## config.mk

```make
export PLATFORM = sky130hd
export DESIGN_NAME = uart_tx_cfg
export DESIGN_NICKNAME = d
export VERILOG_FILES = /design/src/rtl/uart_pkg.sv /design/src/rtl/uart_tx_fifo.sv /design/src/rtl/uart_tx_cfg.sv
export SDC_FILE = /design/constraint.sdc
export NUM_CORES = 1
export LEC_CHECK = 0
export CAP_MARGIN = 30
export CORE_UTILIZATION = 35
export CTS_CLUSTER_DIAMETER = 80
export DETAILED_ROUTE_END_ITERATION = 8
export PLACE_DENSITY = 0.51
export SYNTH_ARGS = -nofsm -noshare
export SYNTH_HDL_FRONTEND = slang
export SYNTH_SLANG_ARGS = --single-unit
```

## constraint.sdc

```tcl
create_clock -name clk -period 5.3 [get_ports clk]
set_input_delay 1.325 -clock clk [delete_from_list [all_inputs] [get_ports clk]]
set_output_delay 1.325 -clock clk [all_outputs]
set_load 0.05 [all_outputs]
```

## src/rtl/uart_pkg.sv

```systemverilog
// Shared UART definitions: FSM state encoding, parity mode codes and the data-bit clamp.
package uart_pkg;

    typedef enum logic [2:0] {
        IDLE,
        START,
        DATA,
        PARITY,
        STOP,
        BREAK,
        MARK
    } uart_state_t;

    localparam logic [1:0] PAR_NONE = 2'b00;
    localparam logic [1:0] PAR_EVEN = 2'b01;
    localparam logic [1:0] PAR_ODD  = 2'b10;

    localparam int unsigned MIN_DATA_BITS = 5;

    // Requested word length forced into the supported MIN_DATA_BITS..max_bits window.
    function automatic logic [3:0] clamp_data_bits(input logic [3:0]  cfg,
                                                   input int unsigned max_bits);
        logic [3:0] n;
        if (cfg < 4'(MIN_DATA_BITS)) begin
            n = 4'(MIN_DATA_BITS);
        end else if (cfg > 4'(max_bits)) begin
            n = 4'(max_bits);
        end else begin
            n = cfg;
        end
        return n;
    endfunction

endpackage

```

## src/rtl/uart_tx_fifo.sv

```systemverilog
// Synchronous FIFO with a registered not-full flag and occupancy count.
// level_nxt exposes the occupancy that will be loaded at the next edge.
module uart_tx_fifo #(
    parameter int WIDTH = 9,
    parameter int DEPTH = 8,
    parameter int LVL_W = $clog2(DEPTH + 1)
) (
    input  logic             clk,
    input  logic             rst_n,
    input  logic             push,
    input  logic [WIDTH-1:0] wdata,
    input  logic             pop,
    output logic [WIDTH-1:0] rdata,
    output logic             ready,
    output logic             empty,
    output logic [LVL_W-1:0] level,
    output logic [LVL_W-1:0] level_nxt
);

    localparam int AW = $clog2(DEPTH);

    logic [WIDTH-1:0] mem_q [DEPTH];
    logic [AW-1:0]    wr_ptr_q, wr_ptr_d;
    logic [AW-1:0]    rd_ptr_q, rd_ptr_d;
    logic [LVL_W-1:0] level_q, level_d;
    logic             ready_q, ready_d;
    logic             push_ok, pop_ok;

    // A push is gated by the registered ready, so a same-edge pop can never open a full FIFO.
    always_comb begin
        push_ok  = push && ready_q;
        pop_ok   = pop && (level_q != '0);
        wr_ptr_d = wr_ptr_q;
        rd_ptr_d = rd_ptr_q;
        level_d  = level_q;
        if (push_ok) wr_ptr_d = wr_ptr_q + AW'(1);
        if (pop_ok)  rd_ptr_d = rd_ptr_q + AW'(1);
        case ({push_ok, pop_ok})
            2'b10:   level_d = level_q + LVL_W'(1);
            2'b01:   level_d = level_q - LVL_W'(1);
            default: level_d = level_q;
        endcase
        ready_d = (level_d != LVL_W'(DEPTH));
    end

    always_ff @(posedge clk) begin
        if (push_ok) mem_q[wr_ptr_q] <= wdata;
    end

    always_ff @(posedge clk or negedge rst_n) begin
        if (!rst_n) begin
            wr_ptr_q <= '0;
            rd_ptr_q <= '0;
            level_q  <= '0;
            ready_q  <= 1'b1;
        end else begin
            wr_ptr_q <= wr_ptr_d;
            rd_ptr_q <= rd_ptr_d;
            level_q  <= level_d;
            ready_q  <= ready_d;
        end
    end

    assign rdata     = mem_q[rd_ptr_q];
    assign ready     = ready_q;
    assign empty     = (level_q == '0);
    assign level     = level_q;
    assign level_nxt = level_d;

endmodule

```

## src/rtl/uart_tx_cfg.sv

```systemverilog
// UART transmitter with runtime frame format (5..MAX data bits, parity, 1/2 stop) and TX FIFO.
// Line-break generation (BREAK/MARK states) is built only when UART_TX_BREAK_EN is defined.
module uart_tx_cfg
    import uart_pkg::*;
#(
    parameter int MAX_DATA_BITS  = 9,
    parameter int FIFO_DEPTH     = 8,
    parameter int BAUD_DIV_WIDTH = 16
) (
    input  logic                               clk,
    input  logic                               rst_n,
    input  logic [MAX_DATA_BITS-1:0]           tx_data,
    input  logic                               tx_valid,
    output logic                               tx_ready,
    input  logic [BAUD_DIV_WIDTH-1:0]          baud_div,
    input  logic [3:0]                         cfg_data_bits,
    input  logic [1:0]                         cfg_parity,
    input  logic                               cfg_stop2,
    input  logic                               break_req,
    output logic [$clog2(FIFO_DEPTH+1)-1:0]    fifo_level,
    output logic                               busy,
    output logic                               tx
);

    localparam int LVL_W = $clog2(FIFO_DEPTH + 1);

    logic [MAX_DATA_BITS-1:0] fifo_rdata;
    logic                     fifo_empty;
    logic                     fifo_pop;
    logic [LVL_W-1:0]         fifo_level_nxt;

    uart_tx_fifo #(
        .WIDTH (MAX_DATA_BITS),
        .DEPTH (FIFO_DEPTH),
        .LVL_W (LVL_W)
    ) u_fifo (
        .clk       (clk),
        .rst_n     (rst_n),
        .push      (tx_valid),
        .wdata     (tx_data),
        .pop       (fifo_pop),
        .rdata     (fifo_rdata),
        .ready     (tx_ready),
        .empty     (fifo_empty),
        .level     (fifo_level),
        .level_nxt (fifo_level_nxt)
    );

    uart_state_t               state_q, state_d;
    logic [BAUD_DIV_WIDTH-1:0] cnt_q, cnt_d;
    logic [BAUD_DIV_WIDTH-1:0] div_q, div_d;
    logic [3:0]                bit_idx_q, bit_idx_d;
    logic [3:0]                nbits_q, nbits_d;
    logic [MAX_DATA_BITS-1:0]  shift_q, shift_d;
    logic                      par_en_q, par_en_d;
    logic                      par_bit_q, par_bit_d;
    logic                      stop2_q, stop2_d;
    logic                      stop_idx_q, stop_idx_d;
    logic                      tx_q, tx_d;
    logic                      busy_q, busy_d;

    logic [BAUD_DIV_WIDTH-1:0] eff_div;
    logic [3:0]                cfg_nbits;
    logic [MAX_DATA_BITS-1:0]  data_mask;
    logic                      cfg_par_en, cfg_par_odd;
    logic                      bit_end, start_frame;

    // Frame format as it would be latched if a frame started this cycle.
    always_comb begin
        eff_div   = (baud_div == '0) ? BAUD_DIV_WIDTH'(1) : baud_div;
        cfg_nbits = clamp_data_bits(cfg_data_bits, MAX_DATA_BITS);
        data_mask = '0;
        for (int i = 0; i < MAX_DATA_BITS; i++) begin
            data_mask[i] = (i < int'(cfg_nbits));
        end
        case (cfg_parity)
            PAR_EVEN: begin cfg_par_en = 1'b1; cfg_par_odd = 1'b0; end
            PAR_ODD:  begin cfg_par_en = 1'b1; cfg_par_odd = 1'b1; end
            default:  begin cfg_par_en = 1'b0; cfg_par_odd = 1'b0; end
        endcase
    end

    assign bit_end = (cnt_q == div_q - BAUD_DIV_WIDTH'(1));

`ifndef UART_TX_BREAK_EN
    logic unused_break_req;
    assign unused_break_req = break_req;
`endif

    always_comb begin
        state_d     = state_q;
        cnt_d       = bit_end ? '0 : cnt_q + BAUD_DIV_WIDTH'(1);
        div_d       = div_q;
        bit_idx_d   = bit_idx_q;
        nbits_d     = nbits_q;
        shift_d     = shift_q;
        par_en_d    = par_en_q;
        par_bit_d   = par_bit_q;
        stop2_d     = stop2_q;
        stop_idx_d  = stop_idx_q;
        tx_d        = tx_q;
        start_frame = 1'b0;

        case (state_q)
            IDLE: begin
                cnt_d = '0;
`ifdef UART_TX_BREAK_EN
                if (break_req) begin
                    state_d = BREAK;
                    tx_d    = 1'b0;
                    div_d   = eff_div;
                end else if (!fifo_empty) begin
                    start_frame = 1'b1;
                end
`else
                if (!fifo_empty) start_frame = 1'b1;
`endif
            end
            START: begin
                if (bit_end) begin
                    state_d   = DATA;
                    tx_d      = shift_q[0];
                    bit_idx_d = '0;
                end
            end
            DATA: begin
                if (bit_end) begin
                    if (bit_idx_q == nbits_q - 4'd1) begin
                        if (par_en_q) begin
                            state_d = PARITY;
                            tx_d    = par_bit_q;
                        end else begin
                            state_d    = STOP;
                            tx_d       = 1'b1;
                            stop_idx_d = 1'b0;
                        end
                    end else begin
                        shift_d   = shift_q >> 1;
                        tx_d      = shift_q[1];
                        bit_idx_d = bit_idx_q + 4'd1;
                    end
                end
            end
            PARITY: begin
                if (bit_end) begin
                    state_d    = STOP;
                    tx_d       = 1'b1;
                    stop_idx_d = 1'b0;
                end
            end
            STOP: begin
                // The final stop bit hands straight over to the next start bit when data waits.
                if (bit_end) begin
                    if (stop2_q && !stop_idx_q) begin
                        stop_idx_d = 1'b1;
                    end else if (!fifo_empty) begin
                        start_frame = 1'b1;
                    end else begin
                        state_d = IDLE;
                    end
                end
            end
`ifdef UART_TX_BREAK_EN
            BREAK: begin
                cnt_d = '0;
                if (!break_req) begin
                    state_d = MARK;
                    tx_d    = 1'b1;
                end
            end
            MARK: begin
                if (bit_end) state_d = IDLE;
            end
`endif
            default: begin
                state_d = IDLE;
                tx_d    = 1'b1;
            end
        endcase

        if (start_frame) begin
            state_d    = START;
            tx_d       = 1'b0;
            cnt_d      = '0;
            div_d      = eff_div;
            nbits_d    = cfg_nbits;
            shift_d    = fifo_rdata;
            par_en_d   = cfg_par_en;
            par_bit_d  = (^(fifo_rdata & data_mask)) ^ cfg_par_odd;
            stop2_d    = cfg_stop2;
            stop_idx_d = 1'b0;
            bit_idx_d  = '0;
        end

        fifo_pop = start_frame;
        busy_d   = (state_d != IDLE) || (fifo_level_nxt != '0);
    end

    always_ff @(posedge clk or negedge rst_n) begin
        if (!rst_n) begin
            state_q    <= IDLE;
            cnt_q      <= '0;
            div_q      <= BAUD_DIV_WIDTH'(1);
            bit_idx_q  <= '0;
            nbits_q    <= 4'(MIN_DATA_BITS);
            shift_q    <= '0;
            par_en_q   <= 1'b0;
            par_bit_q  <= 1'b0;
            stop2_q    <= 1'b0;
            stop_idx_q <= 1'b0;
            tx_q       <= 1'b1;
            busy_q     <= 1'b0;
        end else begin
            state_q    <= state_d;
            cnt_q      <= cnt_d;
            div_q      <= div_d;
            bit_idx_q  <= bit_idx_d;
            nbits_q    <= nbits_d;
            shift_q    <= shift_d;
            par_en_q   <= par_en_d;
            par_bit_q  <= par_bit_d;
            stop2_q    <= stop2_d;
            stop_idx_q <= stop_idx_d;
            tx_q       <= tx_d;
            busy_q     <= busy_d;
        end
    end

    assign tx   = tx_q;
    assign busy = busy_q;

endmodule

```

==> impl_summary.md <==
Critical path
The worst setup path is launched from a flop. On the critical path the largest part of the delay comes from simple AND/OR/NAND/NOR gates. The endpoint class of the critical path is a flop. In this run the critical register-to-register path is captured at busy$_DFF_PN0_. The worst-case reg-to-reg path depth is 15. The count of buffering cells on the critical path with inverters included is 1. In this run the worst path has a maximum fanout of 7. The setup check on the worst reg-to-reg path leaves a slack of 0.61 ns. The slowest library cell on the worst path is sky130_fd_sc_hd__o21ai_0. The start of the worst register-to-register path is div_q[1]$_DFFE_PN0N_. The required time at the endpoint of the critical path is 5.66 ns. The critical path data arrival time is 5.05 ns.

The stage delay of the slowest cell on the critical path is 0.66 ns. By startpoint and endpoint, the worst setup path is classified as reg2reg. Traced cell by cell, the critical path runs through inv_1 > ha_1 > or4b_1 > nor4_1 > mux2i_1 > o21ai_0 > nand4_1 > and2_1 > xnor2_1 > ha_1 > a21oi_1 > o31a_1 > o21ai_0 > or3b_1 > nand4bb_1.

Clock network
TritonCTS built the clock tree. The post-cts repair resize count is 0. At the later pin of the worst-skew pair, clock insertion delay measures 0.43 ns. After clock tree synthesis, the clock-pin slew on the worst setup and hold paths is 0.07 ns. Once the clock tree was built, the setup fixing pass inserted 0 buffers. The maximum clock path buffer count is 2. The number of clock sinks is 141. The cts-stage hold buffer count is 0. The cell at the root of the clock tree is sky130_fd_sc_hd__clkbuf_16. The number of buffers created by CTS is 17.

CTS built an H-tree with a depth of 4.

Final layout
In the layout the commonest cells are sky130_fd_sc_hd__edfxtp_1, sky130_fd_sc_hd__nand2_1, sky130_fd_sc_hd__dfrtp_1, sky130_fd_sc_hd__nor2_1, sky130_fd_sc_hd__clkdlybuf4s50_1. The proportion of layout cells with a drive suffix above 1 is 14.3%. The count of placed standard cells in the final layout, fillers left out is 900.

The most common cell after layout, fill and taps aside is sky130_fd_sc_hd__edfxtp_1. The number of nets in the layout is 667. The number of filler instances in the final layout is 1804.

The area growth from synthesis to layout is 19.8%. The total inserted antenna cells is 0.

Yosys
The post-synthesis cell count is 574. The post-synthesis net count is 619. Counting flops and latches in the post-synthesis netlist gives 141. The synthesized cell area is 6950 sq um. Of all flip-flops after synthesis, the portion carrying an async set or reset was 48.9%. The distinct cell type count after synthesis is 67.

Summing the sequential cell areas from Yosys gives 56.1% of the chip area. The count of warnings emitted by yosys is 0. The synthesized area divided by synthesized cell count is 12.1 sq um. The most used flip-flop cell after synthesis is sky130_fd_sc_hd__edfxtp_1. In this run, synthesis inferred 72 flip-flops with an integrated enable.

Timing
The worst path uses 88.4% of the clock period. At the pin with the least slew margin, the transition time is 0.930 ns. The number of pins with negative max-slew slack in the final report came to 0.

Setup total negative slack on the finished layout was measured at 0 ns. Setup repair after global routing left no endpoint under its margin. The worst-case clock skew is 0.0106 ns. The count of final hold-check violations is 0. The upper clock frequency limit is 213 MHz. The post-layout minimum cycle time is 4.69 ns. Setup violations remaining at the end of the flow were counted as 0. Headroom to the max-slew limit came out at 38.0%.

GRT
The initial antenna violation count is 0. The global-route wire length before repair is 24400 um. The via count of the first global-routing pass is 4742. Entering global routing, the biggest net connects 49 pins. For this run the aggregate overflow at the end of global routing stands at 0.

In the global route stage, overall resource usage came out at 15.8%.

Pwr
The leakage component of the power is 3.21 nW. The power per unit of standard cell area is 551 nW/um^2. The maximum vdd drop is 0.317 mV.

Floorplan
The width of the die is 143 um. The effective utilization at floorplan is 35.7%. In this run the standard cell core region covers 19500 sq um. The die outline height is 143 um.

During I/O placement, the number of pins put on the boundary was 43. The row count is 51. The floorplan step defined a die boundary enclosing 20400 sq um.

Routing
For this block, the initial DRC count from the detailed router was 183. Detailed routing inserted a total of 4543 vias. The DRC violation count after routing is 0. Dividing the detail-routed wire length by the instance count gives 16.4 um.

The detail route stage leaves a number of antenna-violating nets equal to 0. For this run, the detailed router's first-pass iteration total came to 4. The total wirelength of the detailed-routed design is 14800 um. The post-detailed-route via-to-cell ratio is 5.05.

Min path
The worst hold path belongs to the class reg2reg. The startpoint of the tightest hold check path is div_q[15]$_DFFE_PN0N_. The worst hold path terminates at div_q[15]$_DFFE_PN0N_.

The cell depth of the worst min-delay path is 2.

Placement
The HPWL after detailed placement is 10200 um. Routability-driven placement finished with a final weighted congestion of 0.786. The quantity of I/O buffers inserted on ports is 41. The cell count after placement is 868.

Status
The flow ran to the end, and the final reports show no timing, DRC or antenna violations.

Run
Across the run, the number of max-cap violations was 0.
## cell type report
class	instances	area, sq um	area share (%)
clock buffer	17	425	5.11
clock inverter	15	195	2.35
inverter	10	37.5	0.451
multi-input combinational	397	2910	35.0
sequential	141	3890	46.8
tap	265	332	3.98
timing repair buffer	55	526	6.31
## worst reg2reg max path, cell delays in order, from the launching register on
cell	delay (ns)
sky130_fd_sc_hd__dfrtp_1	0.41
sky130_fd_sc_hd__inv_1	0.08
sky130_fd_sc_hd__ha_1	0.25
sky130_fd_sc_hd__or4b_1	0.62
sky130_fd_sc_hd__nor4_1	0.39
sky130_fd_sc_hd__mux2i_1	0.11
sky130_fd_sc_hd__o21ai_0	0.66
sky130_fd_sc_hd__nand4_1	0.34
sky130_fd_sc_hd__and2_1	0.31
sky130_fd_sc_hd__xnor2_1	0.14
sky130_fd_sc_hd__ha_1	0.18
sky130_fd_sc_hd__a21oi_1	0.39
sky130_fd_sc_hd__o31a_1	0.18
sky130_fd_sc_hd__o21ai_0	0.07
sky130_fd_sc_hd__or3b_1	0.39
sky130_fd_sc_hd__nand4bb_1	0.12
## per-layer routing
metal	global-route usage, %	part of all wire, %	vias to the layer above
li1	-	-	2183
met1	18.2	42	2265
met2	28.4	52	79
met3	4.53	3.9	16
met4	4.81	1.3	0
met5	0	0	-
## worst max path at each step
stage	cells after the start	slack, ns	to	start
final	15	0.61	busy$_DFF_PN0_	div_q[1]$_DFFE_PN0N_
after global routing	15	0.29	busy$_DFF_PN0_	div_q[1]$_DFFE_PN0N_
after CTS	14	0.62	busy$_DFF_PN0_	div_q[1]$_DFFE_PN0N_
after detailed placement	15	0.65	busy$_DFF_PN0_	div_q[0]$_DFFE_PN1N_
after global placement	14	0.68	busy$_DFF_PN0_	div_q[1]$_DFFE_PN0N_
after floorplan	15	0.97	busy$_DFF_PN0_	div_q[5]$_DFFE_PN0N_
## power breakdown
group | internal, W | switching (W) | total, W
Sequential | 0.00144 | 0.000329 | 0.00177
Combinational | 0.000768 | 0.000835 | 0.00160
Clock | 0.000643 | 0.000568 | 0.00121
Total | 0.00285 | 0.00173 | 0.00459
## cells by family (layout without fill, tap and decap cells)
group	after synthesis	count (layout)	synth area share (%)
AO/OA/AOI/OAI	64	64	6.61
XOR/XNOR	59	59	7.44
adder cells (fa/ha/maj)	9	9	1.62
buffers and inverters	36	97	2.38
flip-flops	141	141	56.1
multiplexers	48	48	10.2
AND/OR/NAND/NOR	217	217	15.7
## synth_stat cells, types with 4 or more instances
library cell | n | area (sq um)
sky130_fd_sc_hd__o31ai_1 | 4 | 30.0
sky130_fd_sc_hd__nor2_1 | 46 | 173
sky130_fd_sc_hd__nor4_1 | 11 | 68.8
sky130_fd_sc_hd__buf_2 | 9 | 45.0
sky130_fd_sc_hd__xor2_1 | 25 | 219
sky130_fd_sc_hd__or2_2 | 6 | 37.5
sky130_fd_sc_hd__edfxtp_1 | 72 | 2160
sky130_fd_sc_hd__nor2b_1 | 9 | 56.3
sky130_fd_sc_hd__a21oi_1 | 12 | 60.1
sky130_fd_sc_hd__nand2b_1 | 7 | 43.8
sky130_fd_sc_hd__nand4_1 | 6 | 37.5
sky130_fd_sc_hd__xnor2_1 | 34 | 298
sky130_fd_sc_hd__nor3_1 | 17 | 85.1
sky130_fd_sc_hd__and3_1 | 4 | 25.0
sky130_fd_sc_hd__dfrtp_1 | 64 | 1600
sky130_fd_sc_hd__clkbuf_1 | 13 | 48.8
sky130_fd_sc_hd__dfstp_2 | 5 | 131
sky130_fd_sc_hd__mux2i_1 | 28 | 280
sky130_fd_sc_hd__ha_1 | 9 | 113
sky130_fd_sc_hd__o21ai_0 | 12 | 60.1
sky130_fd_sc_hd__nand2_1 | 71 | 267
sky130_fd_sc_hd__mux4_2 | 18 | 405
sky130_fd_sc_hd__nand3_1 | 18 | 90.1
sky130_fd_sc_hd__inv_1 | 9 | 33.8
## metrics by stage
| step | util (%) | hold WS, ns | setup WS [ns] | total power [W] | cell area [sq um] |
|---|---|---|---|---|---|
| after floorplan | - | 0.454 | 0.967 | 0.00297 | 6950 |
| after global placement | 39.2 | 0.476 | 0.680 | 0.00336 | 7630 |
| after detailed placement | 39.6 | 0.484 | 0.648 | 0.00342 | 7700 |
| after CTS | 42.8 | 0.501 | 0.619 | 0.00464 | 8320 |
| after global routing | 42.8 | 0.518 | 0.288 | 0.00488 | 8320 |
| final | 42.8 | 0.497 | 0.613 | 0.00459 | 8320 |
## registers in the layout, indices dropped and copies added, names as in the netlist, 3 cells and up
name,cells
u_fifo.mem_q,72
cnt_q,16
div_q,16
shift_q,9
bit_idx_q,4
nbits_q,4
u_fifo.level,4
state_q,3
u_fifo.rd_ptr_q,3
u_fifo.wr_ptr_q,3
Note: power is estimated with default switching activity, not from simulation.
